==> src/rtl/stack_pkg.sv <==
// stack_pkg: op encodings, FSM state enum and per-op stack word counts for stack_engine.
// Latency: n/a (types and constants only).
// Backpressure: n/a.
package stack_pkg;

  typedef enum logic [1:0] {
    OP_CALL = 2'b00,
    OP_INT  = 2'b01,
    OP_RET  = 2'b10,
    OP_RTI  = 2'b11
  } op_e;

  typedef enum logic [3:0] {
    IDLE  = 4'd0,
    W_HI  = 4'd1,
    W_LO  = 4'd2,
    W_FLG = 4'd3,
    R_FLG = 4'd4,
    R_LO  = 4'd5,
    R_HI  = 4'd6,
    R_CAP = 4'd7,
    FIN   = 4'd8
  } state_e;

  // Stack words moved by each op (PC is two 16-bit words, flags add one).
  localparam logic [1:0] WORDS_CALL = 2'd2;
  localparam logic [1:0] WORDS_INT  = 2'd3;
  localparam logic [1:0] WORDS_RET  = 2'd2;
  localparam logic [1:0] WORDS_RTI  = 2'd3;

  function automatic logic [1:0] op_words(input op_e op);
    case (op)
      OP_CALL: op_words = WORDS_CALL;
      OP_INT:  op_words = WORDS_INT;
      OP_RET:  op_words = WORDS_RET;
      default: op_words = WORDS_RTI;
    endcase
  endfunction

  // Pops are the ops with the top encoding bit set.
  function automatic logic op_is_pop(input op_e op);
    op_is_pop = op[1];
  endfunction

endpackage

==> src/rtl/stack_engine.sv <==
// stack_engine: runs CALL/INT pushes and RET/RTI pops against data memory, SP descending.
// Latency: CALL 3, INT 4, RET 4, RTI 5 busy cycles; done pulses in the last one.
// Backpressure: busy holds the pipeline; req ignored unless IDLE. Macro STACK_BOUNDS_EN adds bounds fault.
module stack_engine
  import stack_pkg::*;
#(
  parameter int                ADDR_W   = 20,
  parameter logic [ADDR_W-1:0] SP_INIT  = 20'hFFFFF,
  parameter logic [ADDR_W-1:0] SP_LIMIT = 20'h00100
) (
  input  logic              clk,
  input  logic              rst,
  input  logic              req,
  input  logic [1:0]        op,
  input  logic [31:0]       pc_in,
  input  logic [3:0]        flags_in,
  input  logic [15:0]       mem_rdata,
  output logic [ADDR_W-1:0] mem_addr,
  output logic [15:0]       mem_wdata,
  output logic              mem_we,
  output logic              mem_re,
  output logic              busy,
  output logic              done,
  output logic [31:0]       pc_out,
  output logic              pc_valid,
  output logic [3:0]        flags_out,
  output logic              flags_valid,
  output logic [ADDR_W-1:0] sp,
  output logic              fault
);

`ifdef STACK_BOUNDS_EN
  localparam bit BOUNDS_EN = 1'b1;
`else
  localparam bit BOUNDS_EN = 1'b0;
`endif

  localparam logic [ADDR_W+1:0] ONE_X = {{(ADDR_W+1){1'b0}}, 1'b1};

  state_e            r_state;
  state_e            w_next;
  op_e               r_op;
  logic [31:0]       r_pc;
  logic [3:0]        r_flags;
  logic [ADDR_W-1:0] r_sp;
  logic [31:0]       r_pc_out;
  logic [3:0]        r_flags_out;
  logic              r_skip;
  logic              r_fault;

  op_e               w_op;
  logic              w_accept;
  logic [1:0]        w_words_in;
  logic [ADDR_W-1:0] w_words;
  logic [ADDR_W+1:0] w_sp_x;
  logic [ADDR_W+1:0] w_n_x;
  logic              w_push_bad;
  logic              w_pop_bad;
  logic              w_bad;

  assign w_op       = op_e'(op);
  assign w_accept   = (r_state == IDLE) && req;
  assign w_words_in = op_words(w_op);
  assign w_words    = {{(ADDR_W-2){1'b0}}, op_words(r_op)};

  // Bounds are compared two bits wider so SP-n+1 and SP+n cannot wrap.
  assign w_sp_x     = {2'b00, r_sp};
  assign w_n_x      = {{ADDR_W{1'b0}}, w_words_in};
  assign w_push_bad = (w_sp_x + ONE_X) < ({2'b00, SP_LIMIT} + w_n_x);
  assign w_pop_bad  = (w_sp_x + w_n_x) > {2'b00, SP_INIT};
  assign w_bad      = BOUNDS_EN && (op_is_pop(w_op) ? w_pop_bad : w_push_bad);

  // State register; reset aborts any sequence in flight.
  always_ff @(posedge clk or posedge rst) begin
    if (rst) r_state <= IDLE;
    else     r_state <= w_next;
  end

  // Latch the request on accept; an out-of-bounds op is marked to skip memory.
  always_ff @(posedge clk or posedge rst) begin
    if (rst) begin
      r_op    <= OP_CALL;
      r_pc    <= '0;
      r_flags <= '0;
      r_skip  <= 1'b0;
      r_fault <= 1'b0;
    end else if (w_accept) begin
      r_op    <= w_op;
      r_pc    <= pc_in;
      r_flags <= flags_in;
      r_skip  <= w_bad;
      if (w_bad) r_fault <= 1'b1;
    end
  end

  // SP moves once per op, in FIN, by the op's word count.
  always_ff @(posedge clk or posedge rst) begin
    if (rst) begin
      r_sp <= SP_INIT;
    end else if (r_state == FIN && !r_skip) begin
      if (op_is_pop(r_op)) r_sp <= r_sp + w_words;
      else                 r_sp <= r_sp - w_words;
    end
  end

  // Capture read data the cycle after each read strobe.
  always_ff @(posedge clk or posedge rst) begin
    if (rst) begin
      r_pc_out    <= '0;
      r_flags_out <= '0;
    end else begin
      case (r_state)
        R_LO:    if (r_op == OP_RTI) r_flags_out <= mem_rdata[3:0];
        R_HI:    r_pc_out[15:0]  <= mem_rdata;
        R_CAP:   r_pc_out[31:16] <= mem_rdata;
        default: ;
      endcase
    end
  end

  // Next-state and memory/handshake decode.
  always_comb begin
    w_next      = r_state;
    mem_we      = 1'b0;
    mem_re      = 1'b0;
    mem_addr    = '0;
    mem_wdata   = '0;
    done        = 1'b0;
    pc_valid    = 1'b0;
    flags_valid = 1'b0;
    case (r_state)
      IDLE: begin
        if (req) begin
          if (w_bad)                 w_next = FIN;
          else if (w_op == OP_RET)   w_next = R_LO;
          else if (w_op == OP_RTI)   w_next = R_FLG;
          else                       w_next = W_HI;
        end
      end
      W_HI: begin
        mem_we    = 1'b1;
        mem_addr  = r_sp;
        mem_wdata = r_pc[31:16];
        w_next    = W_LO;
      end
      W_LO: begin
        mem_we    = 1'b1;
        mem_addr  = r_sp - ADDR_W'(1);
        mem_wdata = r_pc[15:0];
        w_next    = (r_op == OP_INT) ? W_FLG : FIN;
      end
      W_FLG: begin
        mem_we    = 1'b1;
        mem_addr  = r_sp - ADDR_W'(2);
        mem_wdata = {12'h000, r_flags};
        w_next    = FIN;
      end
      R_FLG: begin
        mem_re   = 1'b1;
        mem_addr = r_sp + ADDR_W'(1);
        w_next   = R_LO;
      end
      R_LO: begin
        mem_re   = 1'b1;
        mem_addr = r_sp + ((r_op == OP_RTI) ? ADDR_W'(2) : ADDR_W'(1));
        w_next   = R_HI;
      end
      R_HI: begin
        mem_re   = 1'b1;
        mem_addr = r_sp + ((r_op == OP_RTI) ? ADDR_W'(3) : ADDR_W'(2));
        w_next   = R_CAP;
      end
      R_CAP: begin
        w_next = FIN;
      end
      FIN: begin
        done        = 1'b1;
        pc_valid    = !r_skip && op_is_pop(r_op);
        flags_valid = !r_skip && (r_op == OP_RTI);
        w_next      = IDLE;
      end
      default: w_next = IDLE;
    endcase
  end

  assign busy      = (r_state != IDLE);
  assign sp        = r_sp;
  assign pc_out    = r_pc_out;
  assign flags_out = r_flags_out;
  assign fault     = r_fault;

endmodule
==> config.mk <==
export PLATFORM = sky130hd
export DESIGN_NAME = stack_engine
export DESIGN_NICKNAME = d
export VERILOG_FILES = /design/src/rtl/stack_pkg.sv /design/src/rtl/stack_engine.sv
export SDC_FILE = /design/constraint.sdc
export NUM_CORES = 1
export LEC_CHECK = 0
export ABC_AREA = 1
export BUFFER_PORTS_ARGS = -buffer_cell sky130_fd_sc_hd__buf_2
export CAP_MARGIN = 25
export CORE_ASPECT_RATIO = 0.75
export CORE_UTILIZATION = 42
export CTS_CLUSTER_DIAMETER = 150
export DETAILED_ROUTE_END_ITERATION = 8
export SLEW_MARGIN = 30
export SYNTH_ARGS = -nofsm -noshare
export SYNTH_HDL_FRONTEND = slang
export SYNTH_SLANG_ARGS = --single-unit
==> constraint.sdc <==
create_clock -name clk -period 5.76 [get_ports clk]
set_input_delay 1.152 -clock clk [delete_from_list [all_inputs] [get_ports clk]]
set_output_delay 1.152 -clock clk [all_outputs]
set_load 0.05 [all_outputs]
== Word-level counts from Yosys, hierarchy flattened ==
Cells that the tools add are included.

* Add/sub/neg operators: 7
* Reduce and logical (&&, ||, !) cells: 9
* Eq/ne operators: 14
* Muxes and demuxes: 16

{| class="wikitable"
|+ Operator list
! cell !! number
|-
| case mux 20 bit (6 select lines) || 1
|-
| adder 20 x 2 -> 20 bit || 3
|-
| case mux 16 bit (3 select lines) || 1
|-
| case mux 4 bit (7 select lines) || 1
|-
| adder 20 x 1 -> 20 bit (second input constant) || 1
|-
| 2-to-1 mux 20 bit || 1
|-
| subtractor 20 x 1 -> 20 bit (second input constant) || 1
|-
| subtractor 20 x 2 -> 20 bit || 1
|-
| subtractor 20 x 2 -> 20 bit (second input constant) || 1
|-
| equality test 4 x 3 -> 1 bit (second input constant) || 4
|-
| equality test 2 bit (second input constant) || 4
|-
| equality test 4 x 2 -> 1 bit (second input constant) || 2
|-
| 2-to-1 mux 4 bit || 2
|-
| 2-to-1 mux 1 bit || 7
|-
| 2-to-1 mux 3 bit || 2
|-
| OR reduction 3 bit || 2
|-
| equality test 4 x 1 -> 1 bit (second input constant) || 1
|-
| equality test 4 bit (second input constant) || 1
|-
| zero test 4 bit || 1
|-
| nonzero test 4 bit || 1
|-
| OR reduction 2 bit || 2
|-
| equality test 2 x 1 -> 1 bit (second input constant) || 1
|-
| zero test 2 bit || 1
|-
| 2-to-1 mux 2 bit || 1
|-
| 3 further kinds || 3
|}

* Flip-flop bits (word level): 98
* Bits of input ports: 57

== Depth between registers and ports, before layout ==
* Depth after elaboration: 5
* Depth in mapped cells: 19
* Mapped depth without buffers: 18

== Worst setup path after synthesis ==
No wires, ideal clock.

* Path type: reg2out
* From: register r_state[0]
* To: output port mem_addr[9]
* Path slack: 1.615 ns
* Cell stages (with the launch flop): 17
* Arrival: 2.993 ns
* Buffers on the path: 2
* Required time: 4.608 ns
* Path through: dfrtp_1 buf_2 nand2_4 inv_1 nor2_4 buf_2 nand2_1 ha_1 a21o_1 nand2_1 nand2_1 nand3_1 nand2_1 nand2_1 nand2_1 xor2_1 o22ai_1

* Cells in the longest elaborated chain, start to end: 2
* Elaborated cells between the ends (all ways): 7
* Those cells by class: eq/ne (6); mux (1)

{| class="wikitable"
|+ Ends and longest elaborated chain
! element !! line !! text
|-
| start, declared || stack_engine.sv:40 || <nowiki>state_e r_state;</nowiki>
|-
| start signal, assigned || stack_engine.sv:76 || <nowiki>else r_state <= w_next;</nowiki>
|-
| equality test 4 x 3 -> 1 bit, or another cell as far along || stack_engine.sv:131 || <nowiki>case (r_state)</nowiki>
|-
| case mux 20 bit (6 select lines) * || stack_engine.sv:131 ||
|-
| end, declared || stack_engine.sv:18 || <nowiki>output logic [ADDR_W-1:0] mem_addr,</nowiki>
|}

Mark *: on every way between the ends. The rest lies on a longest branch, timed or not.

== Final worst setup path ==
* From: register r_state[2]
* To: output port mem_addr[2]

Same word-level chain as after synthesis.

==> flow_metrics.tcl <==
set metrics [dict create \
    final.min_clock_period_ns 4.628 \
    antenna_cells 0 \
    cts_root_buffer "sky130_fd_sc_hd__clkbuf_16" \
    totalWireLength_mm 20.56 \
    post_cts_resized 0 \
    yosys.cell_count.top_type "sky130_fd_sc_hd__nand2_1" \
    synth_area_sq_um 6927 \
    synth_to_layout_area_growth_pct 17.67 \
    dp_slack_ns 1.568 \
    layout-drive-gt1-share_pct 22.52 \
    detailed_placer_s_ending_hpwl_mm 15.82 \
    cts.htree.levels 3 \
    gr-total-overflow 0 \
    first_global_vias 6081 \
    design.die.area_sq_um 17020 \
    finish.instance_area_sq_um 8150 \
    gr-usage-all-layers_pct 24.60 \
    avgViaCountPerCell 5.148 \
    cts_setup_buffers 0 \
    final_cells 1338 \
    synth-edff-count 0 \
    synth-seq-area-share_pct 35.77 \
    drt_drc 0 \
    nFillCells 1681 \
    layout.nets 1204 \
    io_buffer_count 154 \
    drt-wirelength-per-cell_um 15.36 \
    synth.top_cells.by_count "sky130_fd_sc_hd__nand2_1, sky130_fd_sc_hd__inv_1, sky130_fd_sc_hd__nor2_1" \
    number_of_antenna_violating_nets_in_the_routed_design 0 \
    hold_buffers 0 \
    num_rows 40 \
    largest_net_degree_at_the_start_of_global_routing 63 \
    fmax_mhz 216.1 \
    finalSetupViolations 0 \
    clock_sinks 98 \
    fp.coreArea_sq_um 16070 \
    yosysUniqueCellTypes 48 \
    drt_iter0_markers 570 \
    gpl.final_weighted_congestion 0.9471 \
    synth.top_cells.by_area "sky130_fd_sc_hd__dfrtp_1, sky130_fd_sc_hd__nand2_1, sky130_fd_sc_hd__dfstp_2" \
    post_synth_inst_count 985 \
    final_critical_path_setup_slack_ns 1.132 \
    drt_pass1_iterations 5 \
    die_height_um 113.2 \
    fin_worst_skew_ns 0.01183 \
    rsz0062_at_grt "no" \
    antenna_found_initial 0 \
    worst_setup_path_start "r_state[2]$_DFFE_PP0P_" \
    path_clk_slew_ns 0.07 \
    place.detailed.instances 1322 \
    tritoncts "built" \
    synthesis.nets 1066 \
    crit_type "flop to output port" \
    timing.final.hold_violations 0 \
    tritoncts.num_buffers 9 \
    data_required_time_of_the_critical_path_ns 4.61 \
    finalCritPeriodShare_pct 80.35 \
    routed-via-count 6888 \
    number_of_top_level_pins 156 \
    endpoint_kind "output port" \
    hold_path.class "flop to flop" \
    slew_headroom_pct 34.95 \
    totalNegativeSetupSlack_ns 0 \
    regToRegStartpoint "r_op[1]$_DFFE_PP0P_" \
    launch_instance_of_the_worst_min_delay_path "pc_out[30]$_DFFE_PP0P_" \
    drv_cap 0 \
    worstMarginPinSlew_ns 0.9747 \
    wire_length_of_the_first_global_routing_pass_mm 32.55 \
    synth-main-ff-cell "sky130_fd_sc_hd__dfrtp_1" \
    library_cell_occupying_the_most_area_in_the_post_synthesis_netlist "sky130_fd_sc_hd__dfrtp_1" \
    critPathMaxFanout 24 \
    synth.top_cell.area_share_pct 28.18 \
    setup.worst_path.start_class "flop" \
    synth_warnings 0 \
    clkLatencyLatePin_ns 0.35 \
    synthesis.area_per_instance_sq_um 7.032 \
    ys_seq_elements 98 \
    cts-root-to-sink-buffers 2 \
    outcome "finished clean" \
    initial_core_util_pct 43.12 \
    drv_slew 0 \
    async_flop_share_pct 100.0 \
    die_width_um 150.3 \
    placed_area_sq_um 7844 \
    critical_path_arrival_ns 3.48 \
]
worst max-delay path: stages (launching register included):
cell and delay, ns:
sky130_fd_sc_hd__dfrtp_1 0.45, sky130_fd_sc_hd__nor2_4 0.20, sky130_fd_sc_hd__inv_1 0.12, sky130_fd_sc_hd__nor2_4 0.22, sky130_fd_sc_hd__inv_1 0.11, sky130_fd_sc_hd__nor2_1 0.55, sky130_fd_sc_hd__inv_1 0.65, sky130_fd_sc_hd__o221ai_1 0.48
sky130_fd_sc_hd__buf_2 0.33
path summary, 6_finish.rpt:
path | slack [ns] | endpoint | depth (start not counted)
setup / recovery | 1.13 | mem_addr[2] | 8
max in group asynchronous | 3.84 | sp[18]$_DFFE_PP1P_ | 3
hold / removal | 0.48 | pc_out[30]$_DFFE_PP0P_ | 2
setup reg to reg | 2.57 | sp[10]$_DFFE_PP1P_ | 12
min in group asynchronous | 0.93 | pc_out[17]$_DFFE_PP0P_ | 2
hold reg to reg | 0.48 | pc_out[30]$_DFFE_PP0P_ | 2
metrics by stage:
| step | util, % | hold slack, ns |
|---|---|---|
| after floorplan | - | 0.4781 |
| after global placement | 48.82 | 0.4608 |
| after detailed placement | 48.82 | 0.4678 |
| after CTS | 50.70 | 0.4865 |
| after global routing | 50.73 | 0.4979 |
| final | 50.73 | 0.4806 |
registers in the layout (all words and copies together) (netlist names):
signal	count
pc_out	32
r_pc	32
sp	20
flags_out	4
r_flags	4
r_state	4
r_op	2
placed cells by master, fill, tap and decap left out, types with 20 or more instances in the layout:
cell type                   n
sky130_fd_sc_hd__nand3_1   62
sky130_fd_sc_hd__inv_1    126
sky130_fd_sc_hd__nor2_1    96
sky130_fd_sc_hd__buf_2    154
sky130_fd_sc_hd__dfstp_2   20
sky130_fd_sc_hd__ha_1      22
sky130_fd_sc_hd__nand2_1  246
sky130_fd_sc_hd__o21ai_0   86
sky130_fd_sc_hd__dfrtp_1   78
sky130_fd_sc_hd__a21oi_1   60
layer usage:
metal	vias to the layer above	part of all wire, %	global-route usage [%]
met4	0	0.84	4.310
met2	241	41	34.01
met1	3123	52	39.44
met3	15	6.9	4.194
met5	-	0	0
li1	3509	-	-
cell type report:
type                            instances  area, sq um  area share (%)
Inverter                              129        486.7           5.972
Multi-Input combinational cell        728         3829           46.98
Tap cell                              210        262.8           3.224
Clock buffer                            9        225.2           2.763
Clock inverter                          7        76.32          0.9364
Sequential cell                        98         2477           30.40
Timing Repair Buffer                  157        793.3           9.733
logic make-up after synthesis:
family,synth area share (%)
XOR/XNOR,1.138
other,0.05414
flip-flops,35.77
adder cells (fa/ha/maj),4.552
AO/OA/AOI/OAI,16.80
multiplexers,1.301
buffers and inverters,9.104
AND/OR/NAND/NOR,31.29
Power is left out: the tool's default activity adds up to more than one toggle a clock period on the data nets, which glitch-free logic cannot reach.
